File: src/rtl/fifo_pkg.sv
// Shared FIFO helpers: depth/pointer sizing, level threshold compares and the
// per-cycle operation encoding used by the single- and dual-clock FIFOs.
package fifo_pkg;

   // What a FIFO actually does in one cycle once full/empty gating is applied
   typedef enum logic [1:0] {
      OP_IDLE  = 2'b00,
      OP_READ  = 2'b01,
      OP_WRITE = 2'b10,
      OP_BOTH  = 2'b11
   } fifo_op_e;

   function automatic int fifo_depth(input int addrWidth);
      return 2 ** addrWidth;
   endfunction

   // One extra MSB separates "full" from "empty" when the addresses match
   function automatic int ptr_width(input int addrWidth);
      return addrWidth + 1;
   endfunction

   function automatic logic level_at_least(input int level, input int threshold);
      return (level >= threshold);
   endfunction

   function automatic logic level_at_most(input int level, input int threshold);
      return (level <= threshold);
   endfunction

   // Thresholds must leave a non-empty gap and almost_full must be reachable
   function automatic logic params_legal(input int addrWidth, input int afLvl, input int aeLvl);
      return (aeLvl >= 0) && (aeLvl < afLvl) && (afLvl <= fifo_depth(addrWidth));
   endfunction

endpackage

File: src/rtl/sync_fifo_mem.sv
// Storage array for sync_fifo_lvl: one write port, one read port that is either
// combinational (first-word-fall-through) or registered with a 1-cycle latency.
module sync_fifo_mem
   import fifo_pkg::*;
#(
   parameter int DATA_WIDTH = 8,
   parameter int ADDR_DATA  = 4,
   parameter int FWFT       = 0
) (
   input  logic                  i_clk,
   input  logic                  i_reset,
   input  logic                  i_wrEn,
   input  logic [ADDR_DATA-1:0]  i_wrAddr,
   input  logic [DATA_WIDTH-1:0] i_wrData,
   input  logic                  i_rdEn,
   input  logic [ADDR_DATA-1:0]  i_rdAddr,
   output logic [DATA_WIDTH-1:0] o_rdData
);

   localparam int DEPTH = fifo_depth(ADDR_DATA);

   logic [DATA_WIDTH-1:0] r_mem [DEPTH];

   // Contents are never cleared; control logic guarantees stale words are not read
   always_ff @(posedge i_clk) begin
      if (i_wrEn) begin
         r_mem[i_wrAddr] <= i_wrData;
      end
   end

   generate
      if (FWFT != 0) begin : g_fwft
         logic w_unused;
         assign w_unused = &{1'b0, i_reset, i_rdEn};
         assign o_rdData = r_mem[i_rdAddr];
      end else begin : g_registered
         logic [DATA_WIDTH-1:0] r_rdData;
         // Capture the head only on an accepted read; hold the last word otherwise
         always_ff @(posedge i_clk) begin
            if (i_reset) begin
               r_rdData <= '0;
            end else if (i_rdEn) begin
               r_rdData <= r_mem[i_rdAddr];
            end
         end
         assign o_rdData = r_rdData;
      end
   endgenerate

endmodule

File: src/rtl/sync_fifo_lvl.sv
// Single-clock FIFO with fill level, almost-full/almost-empty thresholds,
// selectable registered or first-word-fall-through read and error pulses.
module sync_fifo_lvl
   import fifo_pkg::*;
#(
   parameter int DATA_WIDTH = 8,
   parameter int ADDR_DATA  = 4,
   parameter int AF_LVL     = 12,
   parameter int AE_LVL     = 2,
   parameter int FWFT       = 0
) (
   input  logic                  CLK,
   input  logic                  RST,
   input  logic [DATA_WIDTH-1:0] WR_data,
   input  logic                  WR_inc,
   input  logic                  RD_inc,
   output logic [DATA_WIDTH-1:0] RD_data,
   output logic                  RD_valid,
   output logic                  WR_full,
   output logic                  RD_empty,
   output logic                  almost_full,
   output logic                  almost_empty,
   output logic [ADDR_DATA:0]    LEVEL,
   output logic                  WR_overflow,
   output logic                  RD_underflow
);

   localparam int DEPTH = fifo_depth(ADDR_DATA);
   localparam int PW    = ptr_width(ADDR_DATA);

   generate
      if (!params_legal(ADDR_DATA, AF_LVL, AE_LVL)) begin : g_badParams
         $error("sync_fifo_lvl: thresholds must satisfy 0 <= AE_LVL < AF_LVL <= DEPTH");
      end
   endgenerate

   logic [PW-1:0] r_wrPtr;
   logic [PW-1:0] r_rdPtr;
   logic [PW-1:0] r_level;
   logic          r_overflow;
   logic          r_underflow;
   logic          r_rdValid;
   logic          w_wrAccept;
   logic          w_rdAccept;
   fifo_op_e      w_op;

   // Flags come straight from the registered level so they never lag LEVEL
   assign WR_full      = (r_level == PW'(DEPTH));
   assign RD_empty     = (r_level == '0);
   assign almost_full  = level_at_least(int'(r_level), AF_LVL);
   assign almost_empty = level_at_most(int'(r_level), AE_LVL);
   assign LEVEL        = r_level;
   assign WR_overflow  = r_overflow;
   assign RD_underflow = r_underflow;
   assign RD_valid     = (FWFT != 0) ? !RD_empty : r_rdValid;

   // Full blocks writes and empty blocks reads, which also settles the
   // simultaneous cases at the boundaries
   assign w_wrAccept = WR_inc & ~WR_full;
   assign w_rdAccept = RD_inc & ~RD_empty;

   // Classify the cycle so the level update reads as a plain case
   always_comb begin
      w_op = OP_IDLE;
      case ({w_wrAccept, w_rdAccept})
         2'b01:   w_op = OP_READ;
         2'b10:   w_op = OP_WRITE;
         2'b11:   w_op = OP_BOTH;
         default: w_op = OP_IDLE;
      endcase
   end

   // Pointers, level and pulses; pointer wrap is plain modulo arithmetic
   always_ff @(posedge CLK) begin
      if (RST) begin
         r_wrPtr     <= '0;
         r_rdPtr     <= '0;
         r_level     <= '0;
         r_overflow  <= 1'b0;
         r_underflow <= 1'b0;
         r_rdValid   <= 1'b0;
      end else begin
         if (w_wrAccept) begin
            r_wrPtr <= r_wrPtr + PW'(1);
         end
         if (w_rdAccept) begin
            r_rdPtr <= r_rdPtr + PW'(1);
         end
         case (w_op)
            OP_WRITE: r_level <= r_level + PW'(1);
            OP_READ:  r_level <= r_level - PW'(1);
            default:  r_level <= r_level;
         endcase
         r_overflow  <= WR_inc & WR_full;
         r_underflow <= RD_inc & RD_empty;
         r_rdValid   <= w_rdAccept;
      end
   end

   sync_fifo_mem #(
      .DATA_WIDTH (DATA_WIDTH),
      .ADDR_DATA  (ADDR_DATA),
      .FWFT       (FWFT)
   ) u_mem (
      .i_clk    (CLK),
      .i_reset  (RST),
      .i_wrEn   (w_wrAccept),
      .i_wrAddr (r_wrPtr[ADDR_DATA-1:0]),
      .i_wrData (WR_data),
      .i_rdEn   (w_rdAccept),
      .i_rdAddr (r_rdPtr[ADDR_DATA-1:0]),
      .o_rdData (RD_data)
   );

endmodule

File: config.mk
export PLATFORM = sky130hd
export DESIGN_NAME = sync_fifo_lvl
export DESIGN_NICKNAME = d
export VERILOG_FILES = /design/src/rtl/fifo_pkg.sv /design/src/rtl/sync_fifo_mem.sv /design/src/rtl/sync_fifo_lvl.sv
export SDC_FILE = /design/constraint.sdc
export NUM_CORES = 1
export LEC_CHECK = 0
export BUFFER_PORTS_ARGS = -buffer_cell sky130_fd_sc_hd__buf_2
export CAP_MARGIN = 20
export CORE_AREA = 2 2 106 108
export CTS_CLUSTER_SIZE = 30
export DETAILED_ROUTE_END_ITERATION = 7
export DIE_AREA = 0 0 108 110
export PLACE_DENSITY = 0.76
export SYNTH_ARGS = -nofsm -noshare
export SYNTH_HDL_FRONTEND = slang
export SYNTH_SLANG_ARGS = --single-unit
File: constraint.sdc
create_clock -name CLK -period 3.5 [get_ports CLK]
set_input_delay 0.175 -clock CLK [delete_from_list [all_inputs] [get_ports CLK]]
set_output_delay 0.175 -clock CLK [all_outputs]
set_load 0.02 [all_outputs]
==> results.py <==
metrics = {
    "clock_network": {
        "cts.clk_slew.worst_paths_ps": 60,
        "worst_skew_pair.late_latency_ps": 520,
        "tritoncts.num_buffers": 17,
        "post-cts-setup-buffers": 0,
        "tritoncts": "done",
        "cts.sinks": 152,
        "clock_tree.root_cell": "clkbuf_8",
        "cts_buffer_depth": 2,
        "post_cts_resize_count": 0,
        "h-tree-depth": 4,
    },
    "worst_hold_path": {
        "whs_endpoint": "u_mem.r_mem[11][5]",
        "worstHoldPathType": "in -> reg",
        "launch_point_of_the_worst_hold_path": "WR_data[5]",
        "worst_hold_path_stage_count": 1,
    },
    "placed_design": {
        "place.gp.congestion": 0.876,
        "numPortBuffers": 31,
        "detailedPlacementHpwl_um": 8190,
    },
    "floorplanning": {
        "fp.dieArea_sq_um": 11900,
        "io_pins": 32,
        "die_h_um": 110,
        "core_area_sq_um": 10700,
        "start_util_pct": 58.4,
        "fp.dieW_um": 108,
        "rows": 38,
    },
    "synthesis": {
        "syn_area_sq_um": 6240,
        "yosys_register_bits": 152,
        "postSynth.asyncResetShare_pct": 0,
        "yosysWarnings": 0,
        "synth.net_count": 432,
        "ys_types": 42,
        "synth_ff_type": "edfxtp_1",
        "synthesis.instances": 411,
        "synth_enable_flop_cells": 128,
        "postSynthAreaPerCell_sq_um": 15.2,
        "synth-seq-area-share_pct": 69.3,
    },
    "detailed_routing": {
        "wl_per_cell_um": 21.5,
        "vias_per_cell": 5.97,
        "finalWirelength_um": 12800,
        "remaining_drc_errors": 0,
        "drt_iter0_markers": 334,
        "number_of_antenna_violating_nets_in_the_routed_design": 0,
        "dr.pass1.iters": 5,
        "route.vias.total": 3552,
    },
    "setup_path": {
        "r2r-start": "LEVEL[3]",
        "cp_data_arrival_time_ps": 3420,
        "reg2reg_to": "LEVEL[4]",
        "critical_path_peak_fanout": 10,
        "reg2reg_depth": 10,
        "setup.worst_path.start_class": "register",
        "worstPathRequired_ps": 3940,
        "r2r_slack_ps": 520,
        "critical_path.endpoint_type": "register",
        "crit_type": "reg -> reg",
    },
    "global_routing": {
        "global_route_wire_length_before_repair_um": 19400,
        "grt_start_max_net_pins": 35,
        "grt_usage_pct": 23.2,
        "first_global_vias": 3515,
        "grt.overflow.total": 0,
        "grt_antenna_before_repair": 0,
    },
    "layout": {
        "layout-drive-gt1-share_pct": 17.6,
        "layout.cells.most_common_list": "128 x edfxtp_1, 66 x mux2i_1, 33 x o22ai_1",
        "synth_to_final_area_change_pct": 12.9,
        "nFillCells": 782,
        "diodes_inserted": 0,
        "nNetsFinal": 463,
        "layout_commonest_cell": "edfxtp_1",
    },
    "sta": {
        "rsz0062_at_grt": "false",
        "min_period_ps": 2980,
        "achievable_clock_frequency_mhz": 336,
        "finalHoldViolations": 0,
        "totalNegativeSetupSlack_ps": 0,
        "timing.hold.ws_ps": 58.7,
        "final-max-slew-violation-count": 0,
        "tightestPinTransition_ps": 815,
        "setup-violations-final": 0,
        "fin_worst_skew_ps": 6.80,
        "slew_headroom_pct": 45.5,
        "period_share_pct": 85.0,
    },
    "power_and_ir_drop": {
        "power.total_mw": 5.00,
        "power.ir.vdd_worst_mv": 0.480,
        "static-leakage-power_nw": 2.28,
        "power.density_nw_per_um2": 710,
    },
    "run": {
        "maxCapViolations": 0,
    },
    "outcome": {
        "outcome": "complete, no violations",
    },
}
## through the flow
stage                     worst slack [ps]  std cells  utilization [%]  instance area (sq um)
after floorplan                        706        411                -                   6240
after global placement                 701        561             60.4                   6460
after detailed placement               559        561             60.4                   6460
after CTS                              543        595             65.9                   7050
after global routing                   321        595             65.9                   7050
final                                  524        595             65.9                   7050
## cell families (layout without fill, tap and decap cells)
logic type | Yosys count | count (layout) | share of synthesized area [%]
compound gates | 60 | 60 | 7.18
xor+xnor | 9 | 9 | 1.26
fa+ha+maj | 9 | 9 | 1.80
buf+inv | 32 | 76 | 3.07
flops | 152 | 152 | 69.3
mux | 66 | 66 | 10.6
simple gates | 83 | 83 | 6.84
## Yosys cell counts, types with 3 or more instances
master	count	area, sq um
xnor2_1	3	26.3
dfxtp_1	24	480
nor4_1	8	50.1
a211oi_2	8	100
o22ai_1	33	206
nand2b_1	4	25.0
buf_6	7	78.8
o21ai_0	4	20.0
inv_1	4	15.0
o211ai_1	3	22.5
edfxtp_1	128	3840
or3_1	3	18.8
nor3_1	5	25.0
nor3b_1	4	30.0
nand2_1	11	41.3
mux2i_1	66	661
clkbuf_1	7	26.3
buf_2	9	45.0
nor2_1	32	120
nand3b_1	3	22.5
ha_1	9	113
xor2_1	6	52.6
or3b_1	3	26.3
a21oi_1	3	15.0
## layout make-up
cell class                      instances  area [sq um]  area share (%)
Sequential cell                       152          4330            61.4
Multi-Input combinational cell        227          1730            24.5
Clock buffer                           18           418            5.93
Timing Repair Buffer                   39           233            3.30
Tap cell                              140           175            2.49
Clock inverter                         14           149            2.11
Inverter                                5          18.8           0.266
## where the power goes
part / leakage, nW / total, mW / switching [mW] / internal (mW)
clock network: 0.268 / 1.73 / 0.713 / 1.02
registers: 1.35 / 2.22 / 0.115 / 2.10
logic: 0.658 / 1.05 / 0.681 / 0.373
## critical path, cell delays in order, from the launching register on
cell and delay (ps):
dfxtp_1 360, or3_1 550, o21a_1 330, inv_2 100, ha_1 320, xor2_1 180, ha_1 180, a21oi_1 60
a221o_1 340, a2111o_1 400, o2111ai_1 80
## how the worst max path moves through the flow
stage,endpoint,depth (start not counted),from
finish,LEVEL[4],10,LEVEL[3]
global route,LEVEL[4],10,LEVEL[3]
CTS,LEVEL[4],10,LEVEL[0]
detailed placement,LEVEL[4],10,LEVEL[0]
global placement,LEVEL[4],10,LEVEL[3]
floorplan,LEVEL[4],12,LEVEL[1]
## state kept, by name, indices dropped and copies added, names as in the netlist
name and flops:
RD_valid 1, r_wrPtr 4, u_mem.o_rdData 8, u_mem.r_mem 128, r_rdPtr 4, RD_underflow 1, LEVEL 5, WR_overflow 1
## layer usage
metal | wire (um) | share of wire (%) | GRT usage [%] | vias up
met5 | 0 | 0 | 0 | -
met4 | 199 | 1.6 | 9.25 | 0
met3 | 793 | 6.2 | 6.00 | 18
met2 | 6390 | 50 | 38.2 | 117
met1 | 5400 | 42 | 29.8 | 1771
li1 | - | - | - | 1646
## repair_timing
action | 4_1_cts | 5_1_grt
hold buffers | 2 | 0
endpoints found under the hold margin | 2 | 0
setup endpoints to repair | 0 | 0
Power figures use the tool's default switching activity.
